## src/rtl/bp_pkg.sv

```systemverilog
// Definitions shared by the fetch-side predictor and the execute-side resolve unit.
package bp_pkg;

    localparam int XLEN      = 32;
    localparam int BHT_IDX_W = 4;

    typedef struct packed {
        logic                 taken;
        logic [XLEN-1:0]      target;
        logic [XLEN-1:0]      fallthru;
        logic [BHT_IDX_W-1:0] idx;
    } pred_entry_t;

    // 2-bit saturating direction counter states held in the BHT
    typedef enum logic [1:0] {
        SNT = 2'b00,
        WNT = 2'b01,
        WT  = 2'b10,
        ST  = 2'b11
    } bht_cnt_e;

endpackage

```

## src/rtl/pred_fifo.sv

```systemverilog
// Synchronous in-order FIFO of in-flight predictions; clear beats push and pop.
module pred_fifo #(
    parameter int DEPTH = 4,
    parameter int WIDTH = 8
) (
    input  logic             clk,
    input  logic             rst,
    input  logic             push,
    input  logic             pop,
    input  logic             clear,
    input  logic [WIDTH-1:0] wr_data,
    output logic             full,
    output logic             empty,
    output logic [WIDTH-1:0] rd_data
);

    localparam int PTR_W = $clog2(DEPTH);

    logic [PTR_W-1:0] wr_ptr_q, wr_ptr_d;
    logic [PTR_W-1:0] rd_ptr_q, rd_ptr_d;
    logic [PTR_W:0]   count_q, count_d;
    logic [WIDTH-1:0] mem_q [DEPTH];
    logic [WIDTH-1:0] mem_d [DEPTH];
    logic             push_ok, pop_ok;

    assign full    = (count_q == (PTR_W+1)'(DEPTH));
    assign empty   = (count_q == '0);
    assign rd_data = mem_q[rd_ptr_q];
    assign push_ok = push && !full;
    assign pop_ok  = pop && !empty;

    always_comb begin
        wr_ptr_d = wr_ptr_q;
        rd_ptr_d = rd_ptr_q;
        count_d  = count_q;
        mem_d    = mem_q;
        if (clear) begin
            wr_ptr_d = '0;
            rd_ptr_d = '0;
            count_d  = '0;
        end else begin
            if (push_ok) begin
                mem_d[wr_ptr_q] = wr_data;
                wr_ptr_d        = wr_ptr_q + PTR_W'(1);
            end
            if (pop_ok) begin
                rd_ptr_d = rd_ptr_q + PTR_W'(1);
            end
            case ({push_ok, pop_ok})
                2'b10:   count_d = count_q + (PTR_W+1)'(1);
                2'b01:   count_d = count_q - (PTR_W+1)'(1);
                default: count_d = count_q;
            endcase
        end
    end

    always_ff @(posedge clk) begin
        if (rst) begin
            wr_ptr_q <= '0;
            rd_ptr_q <= '0;
            count_q  <= '0;
        end else begin
            wr_ptr_q <= wr_ptr_d;
            rd_ptr_q <= rd_ptr_d;
            count_q  <= count_d;
        end
        mem_q <= mem_d;
    end

endmodule

```

## src/rtl/branch_resolve_unit.sv

```systemverilog
// Matches resolved branches against queued predictions; emits registered redirect,
// flush and BHT-update pulses and keeps saturating branch/mispredict statistics.
module branch_resolve_unit
    import bp_pkg::*;
#(
    parameter int DEPTH = 4,
    parameter int IDX_W = 4,
    parameter int CNT_W = 32
) (
    input  logic             clk,
    input  logic             rst,
    input  logic             pred_valid,
    input  logic             pred_taken,
    input  logic [XLEN-1:0]  pred_target,
    input  logic [XLEN-1:0]  pred_fallthru,
    input  logic [IDX_W-1:0] pred_idx,
    output logic             pred_ready,
    input  logic             res_valid,
    input  logic             res_taken,
    input  logic [XLEN-1:0]  res_target,
    output logic             redirect_valid,
    output logic [XLEN-1:0]  redirect_pc,
    output logic             flush,
    output logic             upd_valid,
    output logic [IDX_W-1:0] upd_idx,
    output logic             upd_taken,
    output logic [CNT_W-1:0] branch_cnt,
    output logic [CNT_W-1:0] mispred_cnt,
    output logic             err
);

    localparam int ENTRY_W = 1 + 2*XLEN + IDX_W;

    logic [ENTRY_W-1:0] wr_entry, rd_entry;
    logic               fifo_full, fifo_empty, pop, mispred;
    logic               e_taken;
    logic [XLEN-1:0]    e_target, e_fallthru;
    logic [IDX_W-1:0]   e_idx;

    logic             upd_valid_q, upd_valid_d;
    logic [IDX_W-1:0] upd_idx_q, upd_idx_d;
    logic             upd_taken_q, upd_taken_d;
    logic             redirect_valid_q, redirect_valid_d;
    logic [XLEN-1:0]  redirect_pc_q, redirect_pc_d;
    logic             flush_q, flush_d;
    logic [CNT_W-1:0] branch_cnt_q, branch_cnt_d;
    logic [CNT_W-1:0] mispred_cnt_q, mispred_cnt_d;
    logic             err_q, err_d;

    // Handshake: a prediction transfers on a rising edge where pred_valid && pred_ready;
    // the producer holds its fields stable until then. res_valid has no back-pressure.
    assign pred_ready = !fifo_full;
    assign wr_entry   = {pred_taken, pred_target, pred_fallthru, pred_idx};
    assign e_taken    = rd_entry[ENTRY_W-1];
    assign e_target   = rd_entry[ENTRY_W-2 -: XLEN];
    assign e_fallthru = rd_entry[IDX_W +: XLEN];
    assign e_idx      = rd_entry[IDX_W-1:0];

    assign pop     = res_valid && !fifo_empty;
    assign mispred = pop && ((res_taken != e_taken) || (res_taken && (res_target != e_target)));

    // A mispredict wipes the queue: everything younger than the oldest entry is wrong-path.
    pred_fifo #(.DEPTH(DEPTH), .WIDTH(ENTRY_W)) u_fifo (
        .clk     (clk),
        .rst     (rst),
        .push    (pred_valid),
        .pop     (pop),
        .clear   (mispred),
        .wr_data (wr_entry),
        .full    (fifo_full),
        .empty   (fifo_empty),
        .rd_data (rd_entry)
    );

    always_comb begin
        upd_valid_d      = pop;
        upd_idx_d        = pop ? e_idx : '0;
        upd_taken_d      = pop && res_taken;
        redirect_valid_d = mispred;
        flush_d          = mispred;
        redirect_pc_d    = '0;
        if (mispred) begin
            redirect_pc_d = res_taken ? res_target : e_fallthru;
        end
        branch_cnt_d  = branch_cnt_q;
        mispred_cnt_d = mispred_cnt_q;
        if (pop && (branch_cnt_q != '1)) begin
            branch_cnt_d = branch_cnt_q + CNT_W'(1);
        end
        if (mispred && (mispred_cnt_q != '1)) begin
            mispred_cnt_d = mispred_cnt_q + CNT_W'(1);
        end
        err_d = err_q || (res_valid && fifo_empty);
    end

    always_ff @(posedge clk) begin
        if (rst) begin
            upd_valid_q      <= 1'b0;
            upd_idx_q        <= '0;
            upd_taken_q      <= 1'b0;
            redirect_valid_q <= 1'b0;
            redirect_pc_q    <= '0;
            flush_q          <= 1'b0;
            branch_cnt_q     <= '0;
            mispred_cnt_q    <= '0;
            err_q            <= 1'b0;
        end else begin
            upd_valid_q      <= upd_valid_d;
            upd_idx_q        <= upd_idx_d;
            upd_taken_q      <= upd_taken_d;
            redirect_valid_q <= redirect_valid_d;
            redirect_pc_q    <= redirect_pc_d;
            flush_q          <= flush_d;
            branch_cnt_q     <= branch_cnt_d;
            mispred_cnt_q    <= mispred_cnt_d;
            err_q            <= err_d;
        end
    end

    assign upd_valid      = upd_valid_q;
    assign upd_idx        = upd_idx_q;
    assign upd_taken      = upd_taken_q;
    assign redirect_valid = redirect_valid_q;
    assign redirect_pc    = redirect_pc_q;
    assign flush          = flush_q;
    assign branch_cnt     = branch_cnt_q;
    assign mispred_cnt    = mispred_cnt_q;
    assign err            = err_q;

endmodule

```

## config.mk

```make
export PLATFORM = sky130hd
export DESIGN_NAME = branch_resolve_unit
export DESIGN_NICKNAME = d
export VERILOG_FILES = /design/src/rtl/bp_pkg.sv /design/src/rtl/pred_fifo.sv /design/src/rtl/branch_resolve_unit.sv
export SDC_FILE = /design/constraint.sdc
export NUM_CORES = 1
export LEC_CHECK = 0
export ABC_AREA = 1
export CORE_MARGIN = 2
export CORE_UTILIZATION = 60
export DETAILED_ROUTE_END_ITERATION = 8
export GPL_ROUTABILITY_DRIVEN = 0
export GPL_TIMING_DRIVEN = 0
export HOLD_SLACK_MARGIN = 0.05
export PLACE_DENSITY_LB_ADDON = 0.1
export SLEW_MARGIN = 20
export SYNTH_ARGS = -nofsm -noshare
export SYNTH_HDL_FRONTEND = slang
export SYNTH_SLANG_ARGS = --single-unit
```

## constraint.sdc

```tcl
create_clock -name clk -period 16.5 [get_ports clk]
set_input_delay 3.3 -clock clk [delete_from_list [all_inputs] [get_ports clk]]
set_output_delay 3.3 -clock clk [all_outputs]
set_load 0.03 [all_outputs]
```

### Word level (Yosys, flattened, before mapping)

Cells that the tools add are included.

* bitwise logic cells: 4
* order comparisons: 3
* equality and inequality tests: 7
* $add $sub $neg: 6
* muxes and demuxes: 8
* reductions and logical operators: 20

Operators with widths (count)
* bitwise mux 276 bit: 1
* two-way mux 69 bit: 3
* binary-select mux 69 bit (select 2 bit): 1
* demux 69 bit (select 2 bit): 1
* adder 32 x 1 -> 32 bit (second input constant): 2
* != test 32 bit (second input constant): 2
* two-way mux 32 bit: 1
* != test 32 bit: 1
* logical AND 1 bit: 10
* greater-or-equal comparator 3 bit (second input constant): 2
* inverter 2 -> 3 bit: 2
* one-hot mux 3 bit (2 select lines): 1
* OR reduction 2 bit: 3
* adder 2 x 1 -> 2 bit (second input constant): 2
* adder 3 x 1 -> 3 bit (second input constant): 1
* equality test 3 bit (second input constant): 1
* zero test 3 bit: 1
* less-than comparator 3 x 1 -> 1 bit (second input constant): 1
* subtractor 3 x 1 -> 3 bit (second input constant): 1
* equality test 2 x 1 -> 1 bit (second input constant): 1
* equality test 2 bit (second input constant): 1
* zero test 1 bit: 2
* logical OR 1 bit: 2
* inverter 1 bit: 2
* 3 further kinds: 3

* bits of input ports: 106
* word-level logic and storage cells: 63
* bits in registers: 387

### Longest topological paths before layout

* word-level depth: 10
* mapped depth: 20

### Modules after synthesis

A second synthesis with hierarchy kept.

* cell total of the unflattened synthesis: 1701
* area total of the unflattened synthesis: 16632.2 um2

By module, submodules not included
* pred_fifo: cells an instance 740, sequential area each 8428.1 um2, times used 1, area an instance 10715.3 um2
* branch_resolve_unit: cells an instance 961, sequential area each 2082.0 um2, times used 1, area an instance 5916.9 um2

### Worst setup path after synthesis

OpenSTA, ideal clock, no wires.

* path kind: input port to flip-flop
* start point: input res_target[31]
* end point: register u_fifo.mem_q[0] in the netlist's numbering (enable)
* path slack: 8.915 ns
* stages on the path: 13
* arrival: 7.088 ns
* library setup time: 0.497 ns
* cells stage by stage: inv_1 nand3_1 nand2_1 clkinv_1 nand2_1 nor2_1 nand2_1 nor2_1 nand3_1 buf_6 nand2_2 nand3_1 nor2_1

* cells in the longest elaborated chain, start to end: 6

Ends and longest elaborated chain
* from (decl): line branch_resolve_unit.sv:20 `input logic [XLEN-1:0] res_target,`
* != test 32 bit: line branch_resolve_unit.sv:60 `assign mispred = pop && ((res_taken != e_taken) || (res_taken && (res_target != e_target)));`
* logical AND 1 bit: line branch_resolve_unit.sv:60
* logical OR 1 bit: line branch_resolve_unit.sv:60
* logical AND 1 bit: line branch_resolve_unit.sv:60
* inverter 1 bit (no source line)
* AND reduction 2 bit (no source line)
* to (signal assigned): line pred_fifo.sv:67 `mem_q <= mem_d;`
* to (decl): line pred_fifo.sv:22 `logic [WIDTH-1:0] mem_q [DEPTH];`

No other way between the ends.
A chain may end at the register's enable or synchronous reset.

### Final worst setup path

* start point: input res_target[9]
* end point: register u_fifo.mem_q[43] in the netlist's numbering (enable)

Same word-level chain as after synthesis.

==> impl_metrics.json <==
{
  "skew_ns": 0.0156,
  "start_util_pct": 60.8,
  "firstDrtPassIters": 8,
  "core-area_um2": 26900,
  "finalCriticalPeriod_ns": 6.60,
  "htree_num_levels": 2,
  "critPathRequiredTime_ns": 16.74,
  "synth-compound-area-share_pct": 6.68,
  "die_x_um": 169,
  "multiInputGateArea_um2": 4930,
  "power_density_nw_per_um2": 134,
  "via_per_inst": 5.73,
  "hpwl_um": 30100,
  "crit_chain": "clkdlybuf4s50_1 > o21ai_0 > nor2_1 > nand3_1 > nor2_1 > nand3_1 > buf_6 > nand2_2 > nand3_1 > nor2_4 > buf_12 > buf_16 > buf_16",
  "nNetsFinal": 2033,
  "synth_cell_types": 36,
  "crit_fanout": 21,
  "syn_to_final_growth_pct": 25.4,
  "rows": 60,
  "drc": 0,
  "ioPinCount": 212,
  "drv_cap": 0,
  "ys.warnings.count": 0,
  "setup_viol": 0,
  "slowest_delay_ns": 0.65,
  "synthMuxAreaShare_pct": 0,
  "synth_cells": 1655,
  "fillers": 1788,
  "ir_drop_uv": 96.0,
  "clk_pin_slew_ns": 0.06,
  "min_path_type": "reg -> reg",
  "cts_sinks": 387,
  "grt_first_pass_wirelength_um": 65000,
  "setup_ws_ns": 9.90,
  "crit_slowest_cell": "clkdlybuf4s50_1",
  "cts_setup_buffers": 0,
  "mostFrequentLayoutCell": "nand2_1",
  "critPathCaptureType": "flip-flop",
  "maxSlewHeadroom_pct": 51.8,
  "worst_pin_slew_ns": 0.716,
  "crit_top_cell": "nand3_1",
  "die_h_um": 169,
  "ys.flop_type": "edfxtp_1",
  "grt_use_total_pct": 29.5,
  "crit_arrival_ns": 6.84,
  "criticalPathCategory": "in -> reg",
  "wire_per_inst_um": 18.7,
  "io_buffer_count": 210,
  "numCtsBuffers": 40,
  "clk_path_buf_depth": 3,
  "dpl_worst_slack_ns": 9.46,
  "fin_util_pct": 76.3,
  "clk_latency_ns": 0.54,
  "drt_iter0_markers": 1450,
  "report.final.slew_viol_count": 0,
  "ys_seq_elements": 387,
  "synth_edf_count": 276,
  "synth.cell_area_um2": 16300,
  "seq_area_um2": 10500,
  "drive_above_1_share_pct": 6.26,
  "cts_root_buffer": "clkbuf_16",
  "seq_area_frac_synth_pct": 64.3,
  "cts_tree": "yes",
  "synth_fa_ha_area_share_pct": 0.659,
  "holdBufCountCts": 0,
  "p_total_uw": 2750,
  "p_sw_share_pct": 30.8,
  "async_reset_ff_share_pct": 0,
  "leakage_uw": 0.00753,
  "postRouteAntennaNets": 0,
  "routed_wl_um": 42900,
  "status": "finished, final reports clean",
  "crit_buf_inv": 5,
  "synthSimpleGateAreaFrac_pct": 21.7,
  "grt_max_degree": 24,
  "cpLargestDelayFamily": "simple AND/OR/NAND/NOR gates",
  "cp-start-kind": "input pin",
  "synth_xor_area_share_pct": 1.02,
  "power_frac_seq_pct": 44.0,
  "switching_power_uw": 846,
  "power_frac_comb_pct": 24.2,
  "synth.avg_cell_area_um2": 9.87,
  "setup-tns-final_ns": 0,
  "max_freq_mhz": 151,
  "grt_pass1_vias": 12500,
  "finalHoldViolCount": 0,
  "post_cts_resize_count": 0,
  "die_area_um2": 28600,
  "synth_nets": 1769,
  "pwr-share-clk_pct": 31.8,
  "synth_top_family_by_area": "simple AND/OR/NAND/NOR gates",
  "via_count": 13100,
  "antenna_found_initial": 5,
  "period_share_pct": 40.0,
  "grt_overflow_total": 0,
  "layout_common_cells": "361 x nand2_1, 276 x edfxtp_1, 233 x nor2_1",
  "power.internal_uw": 1900,
  "rsz0062_at_grt": "false"
}
==> final cells by class <==
type                    count  share of cell area (%)
plain buffers              77                    1.98
flip-flops and latches    387                    51.3
clock inverters            21                   0.806
multi-input cells        1053                    24.1
inverters                 138                    2.53
repair buffers            222                    11.8
diodes                      4                  0.0488
clock buffers              51                    5.44
well taps                 341                    2.08
==> cells by family (layout without fill, tap and decap cells) <==
logic type | count (synthesis) | in the layout
AO/OA/AOI/OAI | 191 | 191
XOR/XNOR | 19 | 19
adder cells (fa/ha/maj) | 8 | 8
buffers and inverters | 215 | 509
flip-flops | 387 | 387
other | 0 | 4
AND/OR/NAND/NOR | 835 | 835
==> per-stage QoR <==
stage / hold slack, ns / area (um2) / std cells
3_5_place_dp: 0.457 / 19200 / 2218
6_report: 0.467 / 20500 / 2294
2_1_floorplan: 0.466 / 16300 / 1655
3_3_place_gp: 0.457 / 18900 / 2206
4_1_cts: 0.465 / 20500 / 2290
5_1_grt: 0.484 / 20500 / 2292
==> power by group through the flow <==
stage / Combinational, uW / Sequential [uW] / Clock (uW)
after floorplan: 355 / 1260 / 0
after global routing: 722 / 1220 / 917
after CTS: 661 / 1210 / 879
after global placement: 597 / 1240 / 0
after detailed placement: 655 / 1230 / 0
final: 666 / 1210 / 875
==> registers in the layout, indices dropped and copies added, names as in the netlist <==
signal / cells
u_fifo.mem_q: 276
branch_cnt: 32
mispred_cnt: 32
redirect_pc: 32
upd_idx: 4
u_fifo.count_q: 3
u_fifo.rd_ptr_q: 2
u_fifo.wr_ptr_q: 2
err: 1
flush: 1
upd_taken: 1
upd_valid: 1
==> final timing paths <==
path / from / endpoint / slack [ns] / depth (start not counted)
max: res_target[9] / u_fifo.mem_q[43]$_DFFE_PP_ / 9.90 / 13
min: err$_SDFF_PP0_ / err$_SDFF_PP0_ / 0.47 / 2
max reg2reg: u_fifo.rd_ptr_q[1]$_SDFFE_PP0P_ / u_fifo.mem_q[43]$_DFFE_PP_ / 12.00 / 16
min reg2reg: err$_SDFF_PP0_ / err$_SDFF_PP0_ / 0.47 / 2
==> tightest hold or removal path: stages (launching register included) <==
cell     delay [ns]
dfxtp_1        0.32
inv_1          0.05
a21oi_1        0.05
==> synthesized netlist by cell type (4+ instances only) <==
cell,instances,share of area (%)
nor3b_1,4,0.18
nor2_1,237,5.4
a21oi_1,27,0.83
buf_2,24,0.74
clkbuf_1,35,0.80
nand3b_1,8,0.37
o21ai_1,14,0.43
buf_1,5,0.11
xor2_1,15,0.80
o21ai_0,113,3.5
buf_6,10,0.69
edfxtp_1,276,51
nand3_1,133,4.1
o221ai_1,32,1.7
nor4_1,5,0.19
ha_1,7,0.54
inv_1,134,3.1
nand2_1,361,8.3
dfxtp_1,111,14
nand4_1,43,1.6
nor3_1,36,1.1
xnor2_1,4,0.21
==> per-layer routing <==
metal | GRT usage [%] | routed length (um)
met1 | 36.5 | 16400
met2 | 51.5 | 21400
met3 | 5.42 | 3730
met4 | 11.9 | 1430
met5 | 0 | 13
(Power assumes the default switching activity.)
